==> src/rtl/fpu_pkg.sv <==
`default_nettype none
// ============================================================================
// Module      : fpu_pkg
// Description : Shared types, state encodings and format helpers for the
//               iterative IEEE-754 divider.
// Revision    : 1.0 - initial release
// ============================================================================
package fpu_pkg;

    localparam int C_MAX_W = 128;

    // FSM encoding
    localparam logic [2:0] C_ST_IDLE   = 3'd0;
    localparam logic [2:0] C_ST_UNPACK = 3'd1;
    localparam logic [2:0] C_ST_DIVIDE = 3'd2;
    localparam logic [2:0] C_ST_ROUND  = 3'd3;
    localparam logic [2:0] C_ST_DONE   = 3'd4;

    typedef enum logic [1:0] {
        CLS_ZERO = 2'd0,
        CLS_NORM = 2'd1,
        CLS_INF  = 2'd2,
        CLS_NAN  = 2'd3
    } op_class_e;

    typedef struct packed {
        logic invalid;
        logic div_by_zero;
        logic overflow;
        logic underflow;
        logic inexact;
    } fpu_flags_t;

    function automatic int fp_bias(input int exp_w);
        return (1 << (exp_w - 1)) - 1;
    endfunction

    function automatic logic [C_MAX_W-1:0] fp_inf(input int exp_w, input int man_w);
        return ((C_MAX_W'(1) << exp_w) - C_MAX_W'(1)) << man_w;
    endfunction

    function automatic logic [C_MAX_W-1:0] fp_qnan(input int exp_w, input int man_w);
        return fp_inf(exp_w, man_w) | (C_MAX_W'(1) << (man_w - 1));
    endfunction

    // Subnormals (exp == 0) are flushed to ZERO regardless of fraction
    function automatic op_class_e fp_classify(input logic exp_zero,
                                              input logic exp_ones,
                                              input logic frac_nz);
        if (exp_zero)     return CLS_ZERO;
        else if (!exp_ones) return CLS_NORM;
        else if (frac_nz) return CLS_NAN;
        else              return CLS_INF;
    endfunction

endpackage
`default_nettype wire

==> src/rtl/fpu_div_iter_if.sv <==
`default_nettype none
// ============================================================================
// Module      : fpu_div_iter_if
// Description : Operand/result handshake bundle for fpu_div_iter. The flags
//               signal exists only when FPU_DIV_FLAGS_EN is defined.
// Revision    : 1.0 - initial release
// ============================================================================
interface fpu_div_iter_if #(
    parameter int EXP_W = 8,
    parameter int MAN_W = 23
);
    localparam int W = 1 + EXP_W + MAN_W;

    logic         in_valid;
    logic         in_ready;
    logic [W-1:0] op_a;
    logic [W-1:0] op_b;
    logic         out_valid;
    logic         out_ready;
    logic [W-1:0] result;

`ifdef FPU_DIV_FLAGS_EN
    logic [4:0]   flags;

    modport master (output in_valid, op_a, op_b, out_ready,
                    input  in_ready, out_valid, result, flags);
    modport slave  (input  in_valid, op_a, op_b, out_ready,
                    output in_ready, out_valid, result, flags);
`else
    modport master (output in_valid, op_a, op_b, out_ready,
                    input  in_ready, out_valid, result);
    modport slave  (input  in_valid, op_a, op_b, out_ready,
                    output in_ready, out_valid, result);
`endif

endinterface
`default_nettype wire

==> src/rtl/fpu_div_mant_core.sv <==
`default_nettype none
// ============================================================================
// Module      : fpu_div_mant_core
// Description : Restoring mantissa divider, one quotient bit per cycle,
//               producing floor(ma * 2^(MAN_W+3) / mb) and a sticky flag.
// Revision    : 1.0 - initial release
// ============================================================================
module fpu_div_mant_core #(
    parameter int MAN_W = 23
) (
    input  logic             clk,
    input  logic             rst,
    input  logic             start,
    input  logic [MAN_W:0]   ma,
    input  logic [MAN_W:0]   mb,
    output logic [MAN_W+3:0] q,
    output logic             rem_nz,
    output logic             done
);
    localparam int QW = MAN_W + 4;
    localparam int RW = MAN_W + 2;
    localparam int CW = $clog2(QW + 1);

    logic [RW-1:0]  r_rem_q, w_rem_d;
    logic [MAN_W:0] r_div_q, w_div_d;
    logic [QW-1:0]  r_q_q,   w_q_d;
    logic [CW-1:0]  r_cnt_q, w_cnt_d;

    logic [RW-1:0]  w_src_rem;
    logic [MAN_W:0] w_src_div;
    logic           w_ge;
    logic [RW-1:0]  w_rem_sub;

    // The start cycle already resolves the first quotient bit from ma/mb
    always_comb begin
        w_src_rem = start ? {1'b0, ma} : r_rem_q;
        w_src_div = start ? mb : r_div_q;
        w_ge      = w_src_rem >= {1'b0, w_src_div};
        w_rem_sub = w_ge ? (w_src_rem - {1'b0, w_src_div}) : w_src_rem;

        w_rem_d = r_rem_q;
        w_div_d = r_div_q;
        w_q_d   = r_q_q;
        w_cnt_d = r_cnt_q;
        if (start || (r_cnt_q != '0)) begin
            w_rem_d = w_rem_sub << 1;
            w_div_d = w_src_div;
            w_q_d   = {(start ? {(QW-1){1'b0}} : r_q_q[QW-2:0]), w_ge};
            w_cnt_d = start ? CW'(QW - 1) : (r_cnt_q - CW'(1));
        end
    end

    always_ff @(posedge clk) begin
        if (rst) begin
            r_rem_q <= '0;
            r_div_q <= '0;
            r_q_q   <= '0;
            r_cnt_q <= '0;
        end else begin
            r_rem_q <= w_rem_d;
            r_div_q <= w_div_d;
            r_q_q   <= w_q_d;
            r_cnt_q <= w_cnt_d;
        end
    end

    assign q      = r_q_q;
    assign rem_nz = |r_rem_q;
    assign done   = !start && (r_cnt_q == CW'(1));

endmodule
`default_nettype wire

==> src/rtl/fpu_div_iter.sv <==
`default_nettype none
// ============================================================================
// Module      : fpu_div_iter
// Description : Multi-cycle IEEE-754 divider, RNE rounding, FTZ, specials.
//               Exception flags are built only when FPU_DIV_FLAGS_EN is set.
// Revision    : 1.0 - initial release
// ============================================================================
module fpu_div_iter
    import fpu_pkg::*;
#(
    parameter int EXP_W = 8,
    parameter int MAN_W = 23
) (
    input  logic           clk,
    input  logic           rst,
    fpu_div_iter_if.slave  bus
);
    localparam int W  = 1 + EXP_W + MAN_W;
    localparam int QW = MAN_W + 4;
    localparam int EW = EXP_W + 2;

    localparam logic signed [EW-1:0] C_BIAS    = EW'(fp_bias(EXP_W));
    localparam logic signed [EW-1:0] C_EXP_TOP = EW'((1 << EXP_W) - 1);
    localparam logic signed [EW-1:0] C_ONE     = EW'(1);
    localparam logic signed [EW-1:0] C_ZERO    = EW'(0);
    localparam logic [W-1:0]         C_QNAN    = W'(fp_qnan(EXP_W, MAN_W));
    localparam logic [W-1:0]         C_INF_POS = W'(fp_inf(EXP_W, MAN_W));

    logic [2:0]             r_state_q,  w_state_d;
    logic [W-1:0]           r_a_q,      w_a_d;
    logic [W-1:0]           r_b_q,      w_b_d;
    logic [W-1:0]           r_result_q, w_result_d;
    logic                   r_sign_q,   w_sign_d;
    logic signed [EW-1:0]   r_exp_q,    w_exp_d;

    logic                   w_core_start;
    logic                   w_core_done;
    logic                   w_core_rem_nz;
    logic [QW-1:0]          w_core_q;

    // Operand decode
    logic [EXP_W-1:0]       w_exp_a, w_exp_b;
    logic [MAN_W-1:0]       w_frac_a, w_frac_b;
    op_class_e              w_cls_a, w_cls_b;
    logic                   w_sign_res;
    logic                   w_is_invalid, w_is_dbz, w_is_inf_res, w_is_zero_res;
    logic signed [EW-1:0]   w_exp_diff;

    assign w_exp_a    = r_a_q[W-2:MAN_W];
    assign w_exp_b    = r_b_q[W-2:MAN_W];
    assign w_frac_a   = r_a_q[MAN_W-1:0];
    assign w_frac_b   = r_b_q[MAN_W-1:0];
    assign w_cls_a    = fp_classify(w_exp_a == '0, &w_exp_a, |w_frac_a);
    assign w_cls_b    = fp_classify(w_exp_b == '0, &w_exp_b, |w_frac_b);
    assign w_sign_res = r_a_q[W-1] ^ r_b_q[W-1];
    assign w_exp_diff = $signed({2'b00, w_exp_a}) - $signed({2'b00, w_exp_b}) + C_BIAS;

    assign w_is_invalid  = (w_cls_a == CLS_NAN) || (w_cls_b == CLS_NAN)
                        || ((w_cls_a == CLS_ZERO) && (w_cls_b == CLS_ZERO))
                        || ((w_cls_a == CLS_INF)  && (w_cls_b == CLS_INF));
    assign w_is_dbz      = (w_cls_a == CLS_NORM) && (w_cls_b == CLS_ZERO);
    assign w_is_inf_res  = w_is_dbz || (w_cls_a == CLS_INF);
    assign w_is_zero_res = (w_cls_a == CLS_ZERO) || (w_cls_b == CLS_INF);

    // Normalise and round the raw quotient
    logic [QW-1:0]          w_norm;
    logic signed [EW-1:0]   w_exp_n, w_exp_r;
    logic [MAN_W:0]         w_mant;
    logic [MAN_W-1:0]       w_frac_r;
    logic                   w_g, w_s, w_inc, w_carry, w_ovf, w_unf;

    assign w_norm   = w_core_q[QW-1] ? w_core_q : {w_core_q[QW-2:0], 1'b0};
    assign w_exp_n  = w_core_q[QW-1] ? r_exp_q : (r_exp_q - C_ONE);
    assign w_mant   = w_norm[QW-1:3];
    assign w_g      = w_norm[2];
    assign w_s      = (|w_norm[1:0]) || w_core_rem_nz;
    assign w_inc    = w_g && (w_s || w_mant[0]);
    assign w_carry  = w_inc && (&w_mant);
    assign w_frac_r = w_mant[MAN_W-1:0] + MAN_W'(w_inc);
    assign w_exp_r  = w_exp_n + (w_carry ? C_ONE : C_ZERO);
    assign w_ovf    = w_exp_r >= C_EXP_TOP;
    assign w_unf    = w_exp_r <= C_ZERO;

    always_comb begin
        w_state_d    = r_state_q;
        w_a_d        = r_a_q;
        w_b_d        = r_b_q;
        w_result_d   = r_result_q;
        w_sign_d     = r_sign_q;
        w_exp_d      = r_exp_q;
        w_core_start = 1'b0;
        case (r_state_q)
            C_ST_IDLE: begin
                if (bus.in_valid) begin
                    w_a_d     = bus.op_a;
                    w_b_d     = bus.op_b;
                    w_state_d = C_ST_UNPACK;
                end
            end
            C_ST_UNPACK: begin
                w_state_d = C_ST_DONE;
                if (w_is_invalid) begin
                    w_result_d = C_QNAN;
                end else if (w_is_inf_res) begin
                    w_result_d = {w_sign_res, C_INF_POS[W-2:0]};
                end else if (w_is_zero_res) begin
                    w_result_d = {w_sign_res, {(W-1){1'b0}}};
                end else begin
                    w_core_start = 1'b1;
                    w_sign_d     = w_sign_res;
                    w_exp_d      = w_exp_diff;
                    w_state_d    = C_ST_DIVIDE;
                end
            end
            C_ST_DIVIDE: begin
                if (w_core_done) begin
                    w_state_d = C_ST_ROUND;
                end
            end
            C_ST_ROUND: begin
                w_state_d = C_ST_DONE;
                if (w_ovf) begin
                    w_result_d = {r_sign_q, C_INF_POS[W-2:0]};
                end else if (w_unf) begin
                    w_result_d = {r_sign_q, {(W-1){1'b0}}};
                end else begin
                    w_result_d = {r_sign_q, w_exp_r[EXP_W-1:0], w_frac_r};
                end
            end
            C_ST_DONE: begin
                if (bus.out_ready) begin
                    w_state_d = C_ST_IDLE;
                end
            end
            default: begin
                w_state_d = C_ST_IDLE;
            end
        endcase
    end

    always_ff @(posedge clk) begin
        if (rst) begin
            r_state_q  <= C_ST_IDLE;
            r_a_q      <= '0;
            r_b_q      <= '0;
            r_result_q <= '0;
            r_sign_q   <= 1'b0;
            r_exp_q    <= '0;
        end else begin
            r_state_q  <= w_state_d;
            r_a_q      <= w_a_d;
            r_b_q      <= w_b_d;
            r_result_q <= w_result_d;
            r_sign_q   <= w_sign_d;
            r_exp_q    <= w_exp_d;
        end
    end

`ifdef FPU_DIV_FLAGS_EN
    fpu_flags_t r_flags_q, w_flags_d;

    always_comb begin
        w_flags_d = r_flags_q;
        if (r_state_q == C_ST_UNPACK) begin
            w_flags_d             = '0;
            w_flags_d.invalid     = w_is_invalid;
            w_flags_d.div_by_zero = w_is_dbz && !w_is_invalid;
        end else if (r_state_q == C_ST_ROUND) begin
            w_flags_d           = '0;
            w_flags_d.overflow  = w_ovf;
            w_flags_d.underflow = w_unf && !w_ovf;
            w_flags_d.inexact   = w_g || w_s || w_ovf || w_unf;
        end
    end

    always_ff @(posedge clk) begin
        if (rst) begin
            r_flags_q <= '0;
        end else begin
            r_flags_q <= w_flags_d;
        end
    end

    assign bus.flags = r_flags_q;
`endif

    fpu_div_mant_core #(.MAN_W(MAN_W)) u_core (
        .clk    (clk),
        .rst    (rst),
        .start  (w_core_start),
        .ma     ({1'b1, w_frac_a}),
        .mb     ({1'b1, w_frac_b}),
        .q      (w_core_q),
        .rem_nz (w_core_rem_nz),
        .done   (w_core_done)
    );

    assign bus.in_ready  = (r_state_q == C_ST_IDLE) && !rst;
    assign bus.out_valid = (r_state_q == C_ST_DONE);
    assign bus.result    = r_result_q;

endmodule
`default_nettype wire

==> src/flat_wrapper.sv <==
// flat-port wrapper written by rule: the top's interface ports become plain ports
module fpu_div_iter_flat import fpu_pkg::*;
#(
    parameter int EXP_W = 8,
    parameter int MAN_W = 23
)
  (clk, rst, bus_in_valid, bus_op_a, bus_op_b, bus_out_ready, bus_in_ready, bus_out_valid, bus_result);
  fpu_div_iter_if #(.EXP_W(EXP_W), .MAN_W(MAN_W)) bus_i ();
  input  logic clk;
  input  logic rst;
  input wire logic [$bits(bus_i.in_valid)-1:0] bus_in_valid;
  input wire logic [$bits(bus_i.op_a)-1:0] bus_op_a;
  input wire logic [$bits(bus_i.op_b)-1:0] bus_op_b;
  input wire logic [$bits(bus_i.out_ready)-1:0] bus_out_ready;
  output wire logic [$bits(bus_i.in_ready)-1:0] bus_in_ready;
  output wire logic [$bits(bus_i.out_valid)-1:0] bus_out_valid;
  output wire logic [$bits(bus_i.result)-1:0] bus_result;
  assign bus_i.in_valid = bus_in_valid;
  assign bus_i.op_a = bus_op_a;
  assign bus_i.op_b = bus_op_b;
  assign bus_i.out_ready = bus_out_ready;
  assign bus_in_ready = bus_i.in_ready;
  assign bus_out_valid = bus_i.out_valid;
  assign bus_result = bus_i.result;
  fpu_div_iter #(.EXP_W(EXP_W), .MAN_W(MAN_W)) u_core (.clk(clk), .rst(rst), .bus(bus_i));
endmodule
==> config.mk <==
export PLATFORM = sky130hd
export DESIGN_NAME = fpu_div_iter_flat
export DESIGN_NICKNAME = d
export VERILOG_FILES = /design/src/rtl/fpu_pkg.sv /design/src/rtl/fpu_div_iter_if.sv /design/src/rtl/fpu_div_mant_core.sv /design/src/rtl/fpu_div_iter.sv /design/src/flat_wrapper.sv
export SDC_FILE = /design/constraint.sdc
export NUM_CORES = 1
export LEC_CHECK = 0
export BUFFER_PORTS_ARGS = -buffer_cell sky130_fd_sc_hd__buf_2
export CORE_MARGIN = 2
export CORE_UTILIZATION = 54
export DETAILED_ROUTE_END_ITERATION = 8
export PLACE_DENSITY = 0.76
export SLEW_MARGIN = 20
export SYNTH_ARGS = -nofsm -noshare
export SYNTH_HDL_FRONTEND = slang
export SYNTH_SLANG_ARGS = --single-unit
==> constraint.sdc <==
create_clock -name clk -period 4.75 [get_ports clk]
set_input_delay 0 -clock clk [delete_from_list [all_inputs] [get_ports clk]]
set_output_delay 0 -clock clk [all_outputs]
set_load 0.1 [all_outputs]
## Yosys cells after proc, flatten, opt, wreduce, memory -nomap -nowiden

Cells that the tools add are included.

- Register bits: 190
- Latch bits: 0
- RAM bits: 0
- Memory bits (read-only): 0
- Memories: 0

- Add/sub/neg operators: 7
- Multipliers: 0
- Div/mod/pow operators: 0
- Order comparisons: 3
- Equal/unequal tests: 14
- Shifts and indexed selects: 0
- Muxes and demuxes: 31
- Bitwise gates (word level): 4
- Reduce and logical (&&, ||, !) cells: 35

Operator list:

| kind | number |
|---|---|
| 32-bit two-way mux | 3 |
| 32-bit case mux with 2 select lines | 1 |
| 31-bit two-way mux | 2 |
| 24-bit two-way mux | 2 |
| 23-bit OR reduction | 2 |
| 27-bit two-way mux | 1 |
| 26-bit two-way mux | 1 |
| 25-bit by 24-bit >= comparator with 1-bit output | 1 |
| 25-bit two-way mux | 1 |
| 24-bit AND reduction | 1 |
| 24-bit OR reduction | 1 |
| 24-bit subtractor | 1 |
| 23-bit by 1-bit adder with 23-bit output | 1 |
| 3-bit two-way mux | 6 |
| 8-bit zero test | 2 |
| 8-bit AND reduction | 2 |
| 3-bit case mux with 5 select lines | 1 |
| 10-bit adder | 1 |
| 10-bit by 8-bit adder with 10-bit output (second input constant) | 1 |
| 10-bit by 9-bit >= comparator with 1-bit output (second input constant) | 1 |
| 10-bit by 1-bit less-or-equal comparator with 1-bit output (second input constant) | 1 |
| 10-bit two-way mux | 1 |
| 10-bit by 2-bit subtractor with 10-bit output (second input constant) | 1 |
| 8-bit by 8-bit subtractor with 9-bit output | 1 |
| other kinds (25) | 58 |

## Logic depth before layout (Yosys ltp)

Gate-level depths: netlist of run 1.

- Word-level depth: 14
- Depth in mapped cells: 24

## By module

A second synthesis of run 1 with hierarchy kept.

- Cells, all modules: 1356
- Area, all modules: 10976.8 um^2

Modules (own cells, without submodules):

| module | times used | cells an instance | area each (um^2) | seq. area each (um^2) |
|---|---|---|---|---|
| fpu_div_iter | 1 | 766 | 6093.3 | 2202.1 |
| fpu_div_mant_core | 1 | 590 | 4883.4 | 1601.5 |

## Worst setup path before layout of run 1

No wires, ideal clock.

- Path type: register to register
- Start: register u_core.r_a_q[24]
- End: register u_core.u_core.r_rem_q[23]
- Arrival: 5.123 ns
- Setup slack: -0.472 ns
- Stages on the path, launching flop included: 23
- Path buffers: 5
- Cells stage by stage: dfxtp_1 nor4_1 a21oi_1 or4b_4 buf_6 nor2_1 clkbuf_1 clkbuf_1 buf_2 buf_2 nand2_1 nand2_1 ha_1 inv_1 fa_1 a21oi_1 a31oi_1 a2111o_1 a211o_1 a31oi_2 nor3_1 mux2_4 a2111oi_4

- Word-level cells in the longest chain between the ends: 12
- Elaborated cells between the ends (all ways): 26

RTL lines:

| item | line | source |
|---|---|---|
| start, declared | fpu_div_iter.sv:30 | `logic [W-1:0] r_a_q, w_a_d;` |
| start signal, assigned | fpu_div_iter.sv:151 | `r_a_q <= w_a_d;` |
| 8-bit AND reduction | fpu_div_iter.sv:53 | `assign w_cls_a = fp_classify(w_exp_a == '0, &w_exp_a, \|w_frac_a);` |
| 2-bit two-way mux | fpu_pkg.sv:51 | `else if (!exp_ones) return CLS_NORM;` |
| 2-bit two-way mux * | fpu_pkg.sv:50 | `if (exp_zero) return CLS_ZERO;` |
| 2-bit zero test (tied with other cells) | fpu_div_iter.sv:59, fpu_div_iter.sv:63 |  |
| 1-bit logical OR (tied with other cells) | fpu_div_iter.sv:63 | `assign w_is_zero_res = (w_cls_a == CLS_ZERO) \|\| (w_cls_b == CLS_INF);` |
| 1-bit two-way mux (tied with other cells) | fpu_div_iter.sv:106 | `end else if (w_is_zero_res) begin` |
| 1-bit two-way mux or 1-bit logical OR (tied branches) | fpu_div_iter.sv:104, fpu_div_iter.sv:60 |  |
| 1-bit two-way mux * | fpu_div_iter.sv:102 | `if (w_is_invalid) begin` |
| 1-bit two-way mux * | fpu_div_iter.sv:92 | `case (r_state_q)` |
| 24-bit two-way mux * | fpu_div_mant_core.sv:37 | `w_src_div = start ? mb : r_div_q;` |
| via u_core.u_core.w_src_div[0] | fpu_div_mant_core.sv:30 | `logic [MAN_W:0] w_src_div;` |
| 24-bit subtractor or 25-bit by 24-bit >= comparator with 1-bit output (tied branches) | fpu_div_mant_core.sv:39, fpu_div_mant_core.sv:38 |  |
| 24-bit two-way mux * | fpu_div_mant_core.sv:39 | `w_rem_sub = w_ge ? (w_src_rem - {1'b0, w_src_div}) : w_src_rem;` |
| end signal, assigned | fpu_div_mant_core.sv:60 | `r_rem_q <= w_rem_d;` |
| end, declared | fpu_div_mant_core.sv:24 | `logic [RW-1:0] r_rem_q, w_rem_d;` |

The timed path passes the listed nets; every way through them passes the cells marked *.
A chain may end at the register's enable or synchronous reset.

## Worst setup path after layout of run 1

- Start: register u_core.r_a_q[23]
- End: register u_core.u_core.r_rem_q[23]

- Word-level cells in the longest chain between the ends: 12
- Elaborated cells between the ends (all ways): 26

RTL lines:

| item | line |
|---|---|
| 8-bit AND reduction | fpu_div_iter.sv:53 |
| 2-bit two-way mux | fpu_pkg.sv:51 |
| 2-bit two-way mux * | fpu_pkg.sv:50 |
| 2-bit zero test (tied with other cells) | fpu_div_iter.sv:59, fpu_div_iter.sv:63 |
| 1-bit logical OR (tied with other cells) | fpu_div_iter.sv:63 |
| 1-bit two-way mux (tied with other cells) | fpu_div_iter.sv:106 |
| 1-bit two-way mux or 1-bit logical OR (tied branches) | fpu_div_iter.sv:104, fpu_div_iter.sv:60 |
| 1-bit two-way mux * | fpu_div_iter.sv:102 |
| 1-bit two-way mux * | fpu_div_iter.sv:92 |
| 25-bit two-way mux or 24-bit two-way mux (tied branches) | fpu_div_mant_core.sv:36, fpu_div_mant_core.sv:37 |
| 24-bit subtractor or 25-bit by 24-bit >= comparator with 1-bit output (tied branches) | fpu_div_mant_core.sv:39, fpu_div_mant_core.sv:38 |
| 24-bit two-way mux | fpu_div_mant_core.sv:39 |

Every way passes the cells marked *; elsewhere a longest branch is shown, timed or not.

==> results of run 1 <==
[cell type report]
type                    instances  area share (%)
clock buffers                  17           3.163
clock inverters                15           1.423
inverters                      39           1.088
multi-input cells            1108           49.93
flip-flops and latches        190           28.30
well taps                     270           2.512
repair buffers                251           13.58
[worst max-delay path, stage by stage, from the launching register on]
cell       delay [ps]
dfxtp_1           400
nor4_1            110
a21oi_1           220
nor4b_2           460
nand2_4           250
buf_4             210
nand2_1            60
nand2_1            90
ha_1              320
nand4_1           120
nor2_1            160
and3_1            220
inv_1              70
or4_1             530
o41ai_2           270
a311oi_1          120
buf_4             170
or4b_1            510
o31ai_2           100
a2111oi_4          80
[stage by stage]
step,TNS (ps),total power [mW]
2_1_floorplan,-15.67,4.665
3_3_place_gp,0,5.773
3_5_place_dp,0,5.802
4_1_cts,0,7.337
5_1_grt,-7.534,7.948
6_report,0,7.508
[flip-flops by register name, indices dropped and copies added (netlist names), named ones only]
name and cells:
u_core.bus.result 32, u_core.r_a_q 32, u_core.r_b_q 32, u_core.u_core.q 27, u_core.u_core.r_rem_q 24, u_core.u_core.r_div_q 22, u_core.r_exp_q 10, u_core.u_core.r_cnt_q 5
u_core.r_state_q 3, u_core.r_sign_q 1
[where the power goes]
group / internal (mW) / switching, mW / leakage, nW
logic: 1.69 / 2.34 / 3.66
clock network: 0.763 / 0.726 / 0.298
registers: 1.79 / 0.200 / 1.55
[timing repair]
action,in CTS,in global routing
buffers inserted,0,3
hold endpoints to repair,67,0
hold buffers,66,0
endpoints found under the setup margin,0,23
gates resized for setup,0,10
[per-layer routing]
| layer | share of wire [%] | wire (um) | track usage [%] |
|---|---|---|---|
| met5 | 0 | 0 | 0 |
| met4 | 1.6 | 515 | 7.330 |
| met3 | 6.3 | 2042 | 4.094 |
| met2 | 47 | 15060 | 48.50 |
| met1 | 45 | 14580 | 40.63 |
[cells by family after synthesis]
logic type	after synthesis	synth area share (%)
buf+inv	128	4.837
simple gates	600	24.56
fa+ha+maj	45	5.145
compound gates	359	21.77
flops	190	34.60
xor+xnor	56	4.530
mux	48	4.553
[placed cells by master (no fill, tap or decap), drive strengths merged, types with 9 or more instances in the layout]
cell	n
clkbuf	19
nand3	26
nor3	36
dfxtp	190
and2	11
o21ai	35
nor2b	16
buf	183
a21oi	159
inv	47
nor4	25
ha	38
nand4	12
nand2b	11
o31ai	9
mux2i	38
and3	11
a31oi	11
nor2	112
nand2	310
dlygate4sd3	66
a211oi	34
mux2	10
xor2	17
xnor2	39
a22o	16
a21o	11
[worst paths after layout]
check                                            to  depth (start not counted)
min reg2reg       u_core.bus.result[4]$_SDFFE_PP0P_                          1
max          u_core.u_core.r_rem_q[23]$_SDFFE_PP0P_                         19
max reg2reg  u_core.u_core.r_rem_q[23]$_SDFFE_PP0P_                         19
min                u_core.r_state_q[0]$_SDFFE_PP0P_                          5
==> impl_metrics.json, run 1 <==
{
  "synth-seq-area-share_pct": 34.60,
  "synth_area_leader_cell": "dfxtp_1",
  "ys_async_sr_fraction_pct": 0,
  "coreArea_um2": 20100,
  "cts_root_buf": "clkbuf_16",
  "instances_no_fill": 1890,
  "startpoint": "u_core.r_a_q[23]$_SDFFE_PP0P_",
  "ys_top_cells_by_count": "310 x nand2_1, 190 x dfxtp_1, 158 x a21oi_1",
  "dp_hpwl_um": 22150,
  "post_route_cells_drive_above_1_share_pct": 16.17,
  "htree_levels": 4,
  "drtAntennaViolNets": 0,
  "postSynthCellCount": 1426,
  "insertion_delay_ps": 440,
  "syn_area_per_cell_um2": 7.709,
  "yosys_warnings": 0,
  "dieWidth_um": 146.7,
  "placed_area_um2": 12080,
  "synth_area_um2": 10990,
  "cts_sinks": 190,
  "synth_area_leaders": "dfxtp_1 35%, nand2_1 11%, a21oi_1 7.2%",
  "hold_violations": 0,
  "arrival_ps": 4920,
  "remaining_drc_errors": 0,
  "synth_top_area_share_pct": 34.60,
  "setup_ws_ps": 119.1,
  "grt_start_max_net_pins": 65,
  "rows": 52,
  "vias": 10970,
  "grt_use_total_pct": 29.37,
  "crit_type": "register to register",
  "synth_edf_count": 0,
  "endpoint_kind": "register",
  "min-delay-start": "bus_in_valid",
  "cts_tree": "done",
  "ir_drop_uv": 284.2,
  "cp.required_ps": 5040,
  "routed_wl_um": 32190,
  "synthDistinctLibCells": 91,
  "clkTransAtPathRegs_ps": 80,
  "dp_cells": 1788,
  "timing.final.crit_period_ps": 4631,
  "min_path_type": "input pin to register",
  "ff_latch_area_um2": 3806,
  "numPortBuffers": 101,
  "cts_buffers": 17,
  "ys_ff_latch": 190,
  "drt_iter0_drc": 883,
  "tightest_slew_ps": 1041,
  "fin_worst_skew_ps": 17.10,
  "slew_headroom_pct": 30.60,
  "max_cap_violations": 0,
  "die_h_um": 146.7,
  "initial_core_util_pct": 54.68,
  "area_growth_pct": 22.35,
  "reg2reg_slack_ps": 120,
  "max_freq_mhz": 215.9,
  "grt_pass1_wl_um": 51670,
  "antenna_found_initial": 0,
  "finalSetupViolations": 0,
  "overflow": 0,
  "status": "completed",
  "clk_path_buf_depth": 2,
  "wl_per_cell_um": 17.03,
  "drt-vias-per-instance": 5.804,
  "multi_input_area_um2": 6716,
  "io_pins": 102,
  "hold-worst-slack_ps": 125.1,
  "p_leak_nw": 5.512,
  "drv_slew": 0,
  "synthFlopType": "dfxtp_1",
  "synth_fp_nets": 1534,
  "diodes": 0,
  "period_share_pct": 97.49,
  "powerDensity_nw_per_um2": 558.2,
  "fin_area_um2": 13450,
  "first_pass_iters": 6,
  "utilization_pct": 66.90,
  "yosysMostFrequentCell": "nand2_1",
  "r2r-start": "u_core.r_a_q[23]$_SDFFE_PP0P_",
  "gp_congestion": 0.9982,
  "cp-start-kind": "register",
  "dieArea_um2": 21520,
  "crit_fanout": 17,
  "nets": 1715,
  "fill_cells": 1639,
  "grt_pass1_vias": 10210,
  "place_ws_ps": 171.3
}
Note: power is estimated with default switching activity, not from simulation.
==> run 2, diff against run 1 <==
Settings changed: CORE_UTILIZATION 54 to 60, PLACE_DENSITY 0.76 to unset, PLACE_DENSITY_LB_ADDON set to 0.12.
Clock period 4.75 ns to 4.31 ns, I/O delays scaled along.
==> run 2 against run 1 <==
The flow now finishes with violations (negative setup slack); cell count increased by 1.0%; utilization increased by 14 points; largest cell class unchanged; clock power increased by 5%; critical endpoint unchanged; flip-flop and latch count unchanged; largest power group unchanged; non-clock buffer count increased by 60.
==> impl_metrics.json, run 2 (synthesis gave the netlist of run 1 again) <==
{
  "io_pins": 102,
  "nets": 1775,
  "crit_fanout": 5,
  "grt_use_total_pct": 34.15,
  "hold_end": "u_core.u_core.r_div_q[7]$_SDFFE_PP0P_",
  "reg2reg_slack_ps": -200,
  "wl_per_cell_um": 18.19,
  "min-delay-start": "rst",
  "drtAntennaViolNets": 0,
  "diodes": 0,
  "endpoint_kind": "register",
  "clkTransAtPathRegs_ps": 80,
  "arrival_ps": 4810,
  "min_path_cells": 2,
  "drv_slew": 0,
  "routed_wl_um": 34720,
  "drt_iter0_drc": 1074,
  "rsz0062_at_grt": "true",
  "numPortBuffers": 101,
  "tightest_slew_ps": 853.7,
  "fill_cells": 1158,
  "overflow": 0,
  "dp_hpwl_um": 22830,
  "max_cap_violations": 0,
  "post_route_cells_drive_above_1_share_pct": 24.58,
  "dieWidth_um": 139.4,
  "dieArea_um2": 19420,
  "htree_levels": 4,
  "placed_area_um2": 12460,
  "area_growth_pct": 31.87,
  "die_h_um": 139.4,
  "final_common_cell": "nand2_1",
  "timing.final.crit_period_ps": 4512,
  "ir_drop_uv": 442.9,
  "crit_type": "register to register",
  "cts_sinks": 190,
  "vias": 11530,
  "max_freq_mhz": 221.6,
  "finalSetupViolations": 20,
  "setup_ws_ps": -201.8,
  "reg2regPathDepth": 21,
  "cp.required_ps": 4610,
  "setup_tns_ps": -1298,
  "instances_no_fill": 1909,
  "hold-worst-slack_ps": 144.0,
  "coreArea_um2": 17960,
  "final_cell_mix": "294 x nand2_1, 175 x dfxtp_1, 149 x a21oi_1",
  "grt_pass1_wl_um": 54140,
  "initial_core_util_pct": 61.20,
  "violations": "negative setup slack",
  "r2r_end": "u_core.u_core.r_rem_q[23]$_SDFFE_PP0P_",
  "gp_congestion": 1.025,
  "fin_worst_skew_ps": 12.83,
  "slew_headroom_pct": 43.09,
  "antenna_found_initial": 1,
  "rows": 49,
  "insertion_delay_ps": 450,
  "first_pass_iters": 8,
  "utilization_pct": 80.70,
  "r2r-start": "u_core.r_b_q[27]$_SDFFE_PP0P_",
  "status": "complete, but fails checks",
  "min_path_type": "input pin to register",
  "cp-start-kind": "register",
  "powerDensity_nw_per_um2": 615.9,
  "grt_pass1_vias": 10690,
  "clk_path_buf_depth": 2,
  "drt-vias-per-instance": 6.039,
  "fin_area_um2": 14500,
  "hold_violations": 0,
  "ff_latch_area_um2": 3827,
  "cts_tree": "done",
  "remaining_drc_errors": 0,
  "period_share_pct": 104.7,
  "cts_root_buf": "clkbuf_16",
  "p_leak_nw": 5.899,
  "grt_start_max_net_pins": 79,
  "cts_buffers": 17,
  "multi_input_area_um2": 7298,
  "dp_cells": 1786
}
## run 2: through the flow
step	worst slack (ps)	power, mW
final	-201.8	8.928
after global routing	-270.8	9.402
after CTS	-45.64	8.491
after detailed placement	-63.53	6.643
after global placement	18.67	6.587
after floorplan	-174.9	5.247
## run 2: area by class of cell
class                   count  share of cell area (%)
repair buffers            311                   16.31
inverters                  39                   1.010
flip-flops and latches    190                   26.40
clock inverters            14                  0.9926
well taps                 229                   1.977
multi-input cells        1108                   50.35
clock buffers              18                   2.960
## run 2: layer usage
metal / routed length [um] / GRT usage (%) / vias to the layer above
met3: 2427 / 5.919 / 142
met4: 1706 / 15.58 / 0
met2: 16370 / 56.48 / 516
met1: 14210 / 43.71 / 5354
met5: 0 / 0 / -
li1: - / - / 5517
## run 2: worst max-delay path by stage
stage / start / end / slack, ps / depth (start not counted)
after global placement: u_core.r_a_q[28]$_SDFFE_PP0P_ / u_core.u_core.r_rem_q[23]$_SDFFE_PP0P_ / 20 / 18
after detailed placement: u_core.r_a_q[27]$_SDFFE_PP0P_ / u_core.u_core.r_rem_q[23]$_SDFFE_PP0P_ / -60 / 18
after global routing: u_core.r_b_q[27]$_SDFFE_PP0P_ / u_core.u_core.r_rem_q[23]$_SDFFE_PP0P_ / -270 / 19
final: u_core.r_b_q[27]$_SDFFE_PP0P_ / u_core.u_core.r_rem_q[23]$_SDFFE_PP0P_ / -200 / 21
after CTS: u_core.r_b_q[27]$_SDFFE_PP0P_ / u_core.u_core.r_rem_q[23]$_SDFFE_PP0P_ / -50 / 20
after floorplan: u_core.r_b_q[23]$_SDFFE_PP0P_ / u_core.u_core.r_rem_q[23]$_SDFFE_PP0P_ / -170 / 20
## run 2: power breakdown
group          switching, mW  internal (mW)  leakage, nW  total (mW)
Combinational           2.89           2.27         4.06        5.17
Sequential             0.229           1.97         1.56        2.20
Clock                  0.787          0.773        0.279        1.56
## run 2: repair_timing
item | in CTS | in global routing
setup endpoints to repair | 16 | 54
buffers inserted | 19 | 9
pin swaps | 18 | 37
resized for setup | 61 | 61
endpoints found under the hold margin | 65 | 0
gates cloned | 2 | 0
hold buffers | 65 | 0
## run 2: worst max-delay path, cell delays in order (launching register included)
cell       delay [ps]
dfxtp_2           330
buf_6             110
nand4_1            90
nor2_2             60
or4b_4            560
nor2_4            190
buf_6             150
buf_12            140
nand2_4            60
nand2_4            90
ha_4              150
nand4_1           150
nor2_2            170
and3_4            200
inv_2              40
or4_4             550
o41ai_4           410
a311oi_2           80
or4b_1            530
o31ai_1           100
buf_4             170
a2111oi_4          30
==> run 3, diff against run 2 <==
Settings changed: ABC_AREA set to 1, CORE_UTILIZATION 60 to 61, SETUP_SLACK_MARGIN set to 0.15.
==> run 3 against run 2 <==
The flow now finishes without violations; hold slack improved by 130 ps; clock skew grew 0.56 ps; worst setup slack gained 580 ps; synthesized cell count is 24% higher; cell count up 13%; first-iteration DRC count decreased by 24%.
==> impl_metrics.json, run 3 <==
{
  "synthFlopType": "dfxtp_1",
  "hold_violations": 0,
  "period_share_pct": 91.19,
  "synth_area_um2": 11500,
  "timing.final.crit_period_ps": 3930,
  "dieWidth_um": 141.3,
  "first_pass_iters": 5,
  "setup_ws_ps": 379.7,
  "path_buf_inv": 2,
  "max_stage_delay_ps": 450,
  "endpoint_kind": "register",
  "fin_worst_skew_ps": 13.39,
  "post_route_cells_drive_above_1_share_pct": 13.25,
  "cts_buffers": 17,
  "ys_async_sr_fraction_pct": 0,
  "insertion_delay_ps": 440,
  "initial_core_util_pct": 61.90,
  "fill_cells": 1559,
  "final_cell_mix": "404 x nand2_1, 243 x inv_1, 186 x dfxtp_1",
  "path_cells": "buf_6 > o21ai_1 > nor4_1 > nand4_1 > nor4b_2 > ha_1 > ha_1 > nand2_1 > nor2_1 > nand3_1 > nor2_1 > nand2_1 > xor2_1 > a31o_1 > nor3_4 > buf_6 > nand3b_1 > a31oi_1",
  "htree_levels": 4,
  "arrival_ps": 4290,
  "drt_iter0_drc": 819,
  "cp-start-kind": "register",
  "synth_fp_nets": 1881,
  "ys_top_cells_by_count": "408 x nand2_1, 243 x inv_1, 190 x dfxtp_1",
  "synth-seq-area-share_pct": 33.07,
  "crit_fanout": 26,
  "synthDistinctLibCells": 55,
  "tightest_slew_ps": 819.6,
  "postSynthCellCount": 1773,
  "remaining_drc_errors": 0,
  "numPortBuffers": 101,
  "grt_use_total_pct": 32.48,
  "clkTransAtPathRegs_ps": 70,
  "grt_pass1_vias": 11140,
  "antenna_found_initial": 0,
  "cts_tree": "done",
  "wl_per_cell_um": 14.99,
  "rows": 50,
  "clk_path_buf_depth": 2,
  "area_growth_pct": 18.49,
  "min_path_type": "input pin to register",
  "drtAntennaViolNets": 0,
  "synth_area_leaders": "dfxtp_1 33%, nand2_1 13%, inv_1 7.9%",
  "slew_headroom_pct": 45.36,
  "globalRoute.busiestLayer": "met2",
  "gp_congestion": 0.9571,
  "place_ws_ps": 36.83,
  "routed_wl_um": 32470,
  "die_h_um": 141.3,
  "synth_edf_count": 0,
  "synth_area_leader_cell": "dfxtp_1",
  "rsz0062_at_grt": "false",
  "final_common_cell": "nand2_1",
  "cp.required_ps": 4670,
  "vias": 12000,
  "finalSetupViolations": 0,
  "cts_sinks": 190,
  "max_freq_mhz": 254.4,
  "nets": 2027,
  "crit_type": "register to register",
  "grt_start_max_net_pins": 92,
  "dp_hpwl_um": 22900,
  "slowest_stage": "dfxtp_4",
  "grt_use_met2_pct": 55.93,
  "cpLargestDelayFamily": "simple AND/OR/NAND/NOR gates",
  "ys_ff_latch": 190,
  "syn_area_per_cell_um2": 6.487,
  "status": "completed",
  "overflow": 0,
  "cts_root_buf": "clkbuf_16",
  "met3_usage_pct": 4.219,
  "setup_tns_ps": 0,
  "dieArea_um2": 19970,
  "drv_slew": 0,
  "yosys_warnings": 0,
  "max_cap_violations": 0,
  "grt_pass1_wl_um": 52540,
  "yosysMostFrequentCell": "nand2_1",
  "synth_top_area_share_pct": 33.07,
  "grt_use_met1_pct": 40.51,
  "io_pins": 102,
  "drt-vias-per-instance": 5.542,
  "diodes": 0,
  "coreArea_um2": 18580
}
run 3: what timing repair did:
action | CTS | global route
setup endpoints to repair | 35 | 56
hold endpoints to repair | 66 | 0
gates cloned | 0 | 2
resized for setup | 2 | 43
setup buffers | 0 | 7
hold buffers | 66 | 0
pin swaps | 0 | 8
run 3: area by class of cell:
cell class / instances / area (um^2) / area share, %
multi-input combinational: 1247 / 6485 / 47.59
sequential: 190 / 3811 / 27.97
timing repair buffer: 197 / 1454 / 10.67
inverter: 266 / 1002 / 7.354
clock buffer: 18 / 439.2 / 3.223
tap: 234 / 292.8 / 2.148
clock inverter: 14 / 143.9 / 1.056
run 3: metal layers:
| layer | up-vias | part of all wire [%] |
|---|---|---|
| met5 | - | 0 |
| met4 | 0 | 4.5 |
| met3 | 88 | 5.0 |
| met1 | 5495 | 42 |
| li1 | 6051 | - |
| met2 | 370 | 48 |
run 3: final timing paths:
kind / startpoint / end / slack (ps) / cells past startpoint
worst max register to register: u_core.u_core.q[26]$_SDFFE_PP0P_ / u_core.bus.result[22]$_SDFFE_PP0P_ / 380 / 18
worst max-delay path: u_core.u_core.q[26]$_SDFFE_PP0P_ / u_core.bus.result[22]$_SDFFE_PP0P_ / 380 / 18
worst min register to register: u_core.bus.result[13]$_SDFFE_PP0P_ / u_core.bus.result[13]$_SDFFE_PP0P_ / 460 / 2
worst min-delay path: rst / u_core.u_core.r_rem_q[3]$_SDFFE_PP0P_ / 280 / 3
run 3: cells by family (layout without fill, tap and decap cells):
logic type | count (synthesis) | in the layout | synth area share, %
simple gates | 795 | 796 | 30.60
flops | 190 | 190 | 33.07
compound gates | 373 | 373 | 17.58
xor+xnor | 38 | 38 | 2.894
fa+ha+maj | 40 | 40 | 4.482
buf+inv | 337 | 495 | 11.37
run 3: stage by stage:
step,hold WS [ps],util (%),instances,instance area (um^2)
finish,275.1,73.35,2166,13630
global route,289.1,73.35,2166,13630
CTS,258.5,72.40,2157,13450
detailed placement,283.1,65.70,2059,12210
global placement,274.8,65.70,2059,12210
floorplan,187.5,-,1773,11510
run 3: worst reg2reg max path: stages (launching register included):
cell	delay (ps)
dfxtp_4	450
buf_6	230
o21ai_1	170
nor4_1	380
nand4_1	180
nor4b_2	340
ha_1	250
ha_1	200
nand2_1	70
nor2_1	170
nand3_1	140
nor2_1	110
nand2_1	70
xor2_1	190
a31o_1	260
nor3_4	190
buf_6	200
nand3b_1	150
a31oi_1	140
Power of run 3 is left out: the tool's default activity adds up to more than one toggle a clock period on the data nets, which glitch-free logic cannot reach.
